[src/rtl/bus_sel_pkg.sv]
// rtl/bus_sel_pkg.sv - shared defaults and helpers for the bus channel selector
package bus_sel_pkg;

   localparam int unsigned WIDTH_DEF = 8;
   localparam int unsigned NCH_DEF   = 3;
   localparam int unsigned SELW_DEF  = 2;
   localparam int unsigned CNTW_DEF  = 8;

   // A select is legal only when it names one of the populated channels
   function automatic logic sel_legal(input int unsigned sel, input int unsigned nch);
      return (sel < nch);
   endfunction

   // Largest value a CNTW-bit counter can hold (widths up to 32 bits)
   function automatic int unsigned err_cnt_max(input int unsigned cntw);
      return (cntw >= 32) ? 32'hFFFF_FFFF : ((32'd1 << cntw) - 32'd1);
   endfunction

endpackage

[src/rtl/bus_sel_reg_sat_counter.sv]
// rtl/bus_sel_reg_sat_counter.sv - saturating counter with synchronous clear
module sat_counter
   import bus_sel_pkg::*;
#(
   parameter int unsigned CNTW = CNTW_DEF
) (
   input  logic            clk,
   input  logic            reset_l,
   input  logic            clr_i,
   input  logic            inc_i,
   output logic [CNTW-1:0] cnt_o
);

   localparam logic [CNTW-1:0] CNT_MAX = CNTW'(err_cnt_max(CNTW));

   logic [CNTW-1:0] cnt_q, cnt_d;

   // Clear first, then count, so a same-cycle clear and increment lands on 1
   always_comb begin
      cnt_d = clr_i ? '0 : cnt_q;
      if (inc_i && (cnt_d != CNT_MAX)) begin
         cnt_d = cnt_d + 1'b1;
      end
   end

   // Counter state register
   always_ff @(posedge clk or negedge reset_l) begin
      if (!reset_l) begin
         cnt_q <= '0;
      end else begin
         cnt_q <= cnt_d;
      end
   end

   assign cnt_o = cnt_q;

endmodule

[src/rtl/bus_sel_reg.sv]
// rtl/bus_sel_reg.sv - registered N-way channel selector with handshake and illegal-select tracking
module bus_sel_reg
   import bus_sel_pkg::*;
#(
   parameter int unsigned WIDTH        = WIDTH_DEF,
   parameter int unsigned NCH          = NCH_DEF,
   parameter int unsigned SELW         = SELW_DEF,
   parameter bit          ILLEGAL_DROP = 1'b0,
   parameter int unsigned CNTW         = CNTW_DEF
) (
   input  logic                 clk,
   input  logic                 reset_l,
   input  logic [NCH*WIDTH-1:0] in_data,
   input  logic [SELW-1:0]      sel,
   input  logic                 in_valid,
   output logic                 in_ready,
   output logic [WIDTH-1:0]     out_data,
   output logic                 out_any,
   output logic                 out_valid,
   input  logic                 out_ready,
   output logic                 err_pulse,
   output logic                 err_sticky,
   output logic [CNTW-1:0]      err_cnt,
   input  logic                 clr_err
);

   // With every select value populated there is nothing to flag
   localparam bit HAS_ILLEGAL = (NCH < (2 ** SELW));

   logic [WIDTH-1:0] mux_data;
   logic             sel_illegal;
   logic             accept;
   logic             acc_illegal;

   logic [WIDTH-1:0] out_data_q, out_data_d;
   logic             out_valid_q, out_valid_d;
   logic             out_any_q, out_any_d;
   logic             err_pulse_q, err_pulse_d;
   logic             err_sticky_q, err_sticky_d;

   assign in_ready    = ~out_valid_q | out_ready;
   assign accept      = in_valid & in_ready;
   assign sel_illegal = HAS_ILLEGAL && !sel_legal(32'(sel), NCH);
   assign acc_illegal = accept & sel_illegal;

   // Indexed channel mux; unpopulated selects fall through to zero
   always_comb begin
      mux_data = '0;
      for (int k = 0; k < int'(NCH); k++) begin
         if (int'(sel) == k) begin
            mux_data = in_data[k*WIDTH +: WIDTH];
         end
      end
   end

   // Next state of the output stage and the error flags
   always_comb begin
      out_data_d   = out_data_q;
      out_valid_d  = out_valid_q;
      out_any_d    = out_any_q;
      err_pulse_d  = acc_illegal;
      err_sticky_d = (err_sticky_q & ~clr_err) | acc_illegal;
      if (accept) begin
         if (sel_illegal && ILLEGAL_DROP) begin
            out_valid_d = 1'b0;
         end else begin
            out_valid_d = 1'b1;
            out_any_d   = |sel;
`ifdef BEH
            out_data_d  = sel_illegal ? 'x : mux_data;
`else
            out_data_d  = sel_illegal ? '0 : mux_data;
`endif
         end
      end else if (out_ready) begin
         out_valid_d = 1'b0;
      end
   end

   // Output stage and error flag registers; reset discards any pending beat
   always_ff @(posedge clk or negedge reset_l) begin
      if (!reset_l) begin
         out_data_q   <= '0;
         out_valid_q  <= 1'b0;
         out_any_q    <= 1'b0;
         err_pulse_q  <= 1'b0;
         err_sticky_q <= 1'b0;
      end else begin
         out_data_q   <= out_data_d;
         out_valid_q  <= out_valid_d;
         out_any_q    <= out_any_d;
         err_pulse_q  <= err_pulse_d;
         err_sticky_q <= err_sticky_d;
`ifdef BEH
         if (acc_illegal) begin
            $display("bus_sel_reg: illegal select %0d", sel);
         end
`endif
      end
   end

   sat_counter #(
      .CNTW (CNTW)
   ) u_err_cnt (
      .clk     (clk),
      .reset_l (reset_l),
      .clr_i   (clr_err),
      .inc_i   (acc_illegal),
      .cnt_o   (err_cnt)
   );

   assign out_data   = out_data_q;
   assign out_valid  = out_valid_q;
   assign out_any    = out_any_q;
   assign err_pulse  = err_pulse_q;
   assign err_sticky = err_sticky_q;

endmodule

[config.mk]
export PLATFORM = sky130hd
export DESIGN_NAME = bus_sel_reg
export DESIGN_NICKNAME = d
export VERILOG_FILES = /design/src/rtl/bus_sel_pkg.sv /design/src/rtl/bus_sel_reg_sat_counter.sv /design/src/rtl/bus_sel_reg.sv
export SDC_FILE = /design/constraint.sdc
export NUM_CORES = 1
export LEC_CHECK = 0
export BUFFER_PORTS_ARGS = -buffer_cell sky130_fd_sc_hd__buf_4
export CAP_MARGIN = 20
export CORE_UTILIZATION = 40
export CTS_CLUSTER_DIAMETER = 100
export DETAILED_ROUTE_END_ITERATION = 12
export GPL_TIMING_DRIVEN = 0
export PLACE_DENSITY = 0.75
export SLEW_MARGIN = 40
export SYNTH_ARGS = -nofsm -noshare
export SYNTH_HDL_FRONTEND = slang
export SYNTH_SLANG_ARGS = --single-unit
[constraint.sdc]
create_clock -name clk -period 1.6 [get_ports clk]
set_clock_uncertainty 0.15 [all_clocks]
set_input_delay 0.24 -clock clk [delete_from_list [all_inputs] [get_ports clk]]
set_output_delay 0.24 -clock clk [all_outputs]
set_load 0.03 [all_outputs]
==> impl_metrics.ini <==
[route]
drt_wl_total_mm = 2.41
ant_nets = 0
drc = 0
viasPerCell = 4.99
wl_per_cell_um = 12.2
dr.pass1.iters = 4
route.vias.total = 988
drt_iter0_markers = 11

[worst_setup_path]
cp.arrival_ns = 1.89
reg2reg_slack_ns = -0.23
r2r-end = u_err_cnt.cnt_o[4]$_DFF_PN0_
cp_slowest_stage_delay_ns = 0.51
cp-start-kind = register
r2r_cells = 4
critical_path.cell_chain = and4b_1 > or4b_4 > nor3b_2 > mux2i_1
crit_buf_inv = 0
path_delay_family = simple AND/OR/NAND/NOR gates
regToRegStartpoint = u_err_cnt.cnt_o[0]$_DFF_PN0_
crit_path_max_fanout = 4
crit_required_ns = 1.66
crit_type = reg -> reg
cp_slowest_cell = or4b_4
end_kind = register

[sta]
timing.hold.ws_ns = 0.0342
fin_crit_ns = 1.83
setup_tns_ns = -0.867
final_max_slew_viol_count = 0
maxSlewHeadroom_pct = 66.3
worst_slew_pin_slew_ns = 0.503
timing.fmax_mhz = 548
rsz0062_at_grt = true
hold_viol = 0
fin_ws_ns = -0.225
fin_crit_sh_pct = 114
setup_viol = 8

[grt]
antenna_found_initial = 0
grt-ovfl-total = 0
grtUsageTotal_pct = 20.3
grt_pass1_wl_mm = 3.96
grt_pass1_vias = 957
grt_max_degree = 21

[min_path]
hold_path_class = in -> reg
worst_hold_path.endpoint = out_valid$_DFFE_PN0P_
hp-start = in_valid
holdPathStages = 3

[placed_design]
hpwl_mm = 1.88
numPortBuffers = 51
place_congestion = 0.749
place_inst = 187

[layout]
final_cell_mix = buf_4 (56), nand2_1 (17), dfrtp_1 (16)
drive_above_1_share_pct = 44.1
fin_nets = 202
fin_cells = 198
num-fill-cells = 189
utilization_pct = 67.8
diodes = 0
synthToLayoutAreaGrowth_pct = 54.9
layout_commonest_cell = buf_4

[die]
start_util_pct = 43.7
row_count = 17
die_h_um = 52.1
io_pins = 52
die_area_sq_um = 2720
fp.coreArea_sq_um = 2300
die_x_um = 52.1

[power_and_ir_drop]
p_leak_nw = 0.796
ir_drop_mv = 0.431
total_power_mw = 1.17
pwr_density_cell_nw_per_um2 = 754

[clock_tree]
htreeDepth = 1
cts.path.max_buffers = 2
cts_root_buffer = clkbuf_4
clk_latency_ns = 0.29
cts_tree = done
numCtsBuffers = 3
clock_sinks = 20
clk_pin_slew_ns = 0.11

[logic_synthesis]
ys_seq_area_share_pct = 49.8
ys_seq_elements = 20
synth_flop_cell = dfrtp_1
synth_cells = 108
syn-num-nets = 139
yosys_warnings = 0
synth_edf_count = 0
yosysUniqueCellTypes = 24
async_flop_share_pct = 100
avgSynthCellArea_sq_um = 9.30
synth_area_sq_um = 1000

[outcome]
status = finished with violations
violations = negative setup slack

[job]
maxCapViolCount = 0
## cells by family (layout without fill, tap and decap cells)
| group | after synthesis | count (layout) | share of synthesized area (%) |
|---|---|---|---|
| flops | 20 | 20 | 49.8 |
| buf+inv | 9 | 71 | 3.49 |
| mux | 10 | 10 | 9.96 |
| simple gates | 43 | 43 | 22.0 |
| xor+xnor | 2 | 2 | 1.74 |
| compound gates | 24 | 24 | 13.0 |
## tightest hold or removal path, stage by stage
cell and delay, ns:
buf_4 0.09, inv_1 0.06, nand2_1 0.06
## synth_stat cells, types with 2 or more instances
| library cell | n | area (sq um) |
|---|---|---|
| nor2b_1 | 3 | 18.8 |
| inv_1 | 5 | 18.8 |
| nand2_1 | 18 | 67.6 |
| dfrtp_1 | 20 | 500 |
| mux2i_1 | 10 | 100 |
| a21oi_1 | 11 | 55.1 |
| xnor2_1 | 2 | 17.5 |
| nor3_2 | 2 | 20.0 |
| o21ai_0 | 9 | 45.0 |
| clkbuf_1 | 3 | 11.3 |
| nor2_1 | 11 | 41.3 |
| nor3_1 | 2 | 10.0 |
## layer usage
layer  global-route usage [%]  share of wire (%)
met5                        0                  0
met4                     11.3               0.96
met3                     5.26                 10
met2                     35.9                 49
met1                     21.6                 39
## where the power goes
part	internal (mW)	total (mW)	switching (mW)
Clock	0.139	0.284	0.146
Combinational	0.143	0.325	0.182
Sequential	0.544	0.565	0.0208
## layout make-up
| cell class | count | area, sq um | share of cell area, % |
|---|---|---|---|
| clock buffer | 4 | 36.3 | 2.33 |
| tap | 28 | 35.0 | 2.25 |
| inverter | 5 | 18.8 | 1.21 |
| sequential | 20 | 505 | 32.5 |
| timing repair buffer | 58 | 440 | 28.3 |
| multi-input combinational | 79 | 503 | 32.3 |
| buffer | 4 | 17.5 | 1.13 |
## timing repair
action,4_1_cts,5_1_grt
pin swaps,3,5
hold endpoints to repair,22,0
buffers inserted,4,1
resized for setup,2,1
endpoints found under the setup margin,5,9
hold buffers,2,0
## stage by stage
stage / worst slack, ns / instance area [sq um]
after floorplan: -0.214 / 1030
after detailed placement: -0.282 / 1450
after global routing: -0.252 / 1560
after global placement: -0.188 / 1450
after CTS: -0.213 / 1550
final: -0.225 / 1560
## state kept, by name, summed over array words and instances (netlist names)
signal and flops:
err_pulse 1, err_sticky 1, out_any 1, out_data 8, out_valid 1, u_err_cnt.cnt_o 8
## how the worst max path moves through the flow
stage,slack [ns],endpoint,depth (start not counted),from
2_1_floorplan,-0.21,u_err_cnt.cnt_o[4]$_DFF_PN0_,4,u_err_cnt.cnt_o[0]$_DFF_PN0_
3_3_place_gp,-0.19,u_err_cnt.cnt_o[6]$_DFF_PN0_,5,clr_err
3_5_place_dp,-0.28,u_err_cnt.cnt_o[6]$_DFF_PN0_,5,clr_err
4_1_cts,-0.21,u_err_cnt.cnt_o[6]$_DFF_PN0_,4,u_err_cnt.cnt_o[0]$_DFF_PN0_
5_1_grt,-0.25,u_err_cnt.cnt_o[6]$_DFF_PN0_,4,u_err_cnt.cnt_o[2]$_DFF_PN0_
6_report,-0.23,u_err_cnt.cnt_o[4]$_DFF_PN0_,4,u_err_cnt.cnt_o[0]$_DFF_PN0_
(Power assumes the default switching activity.)
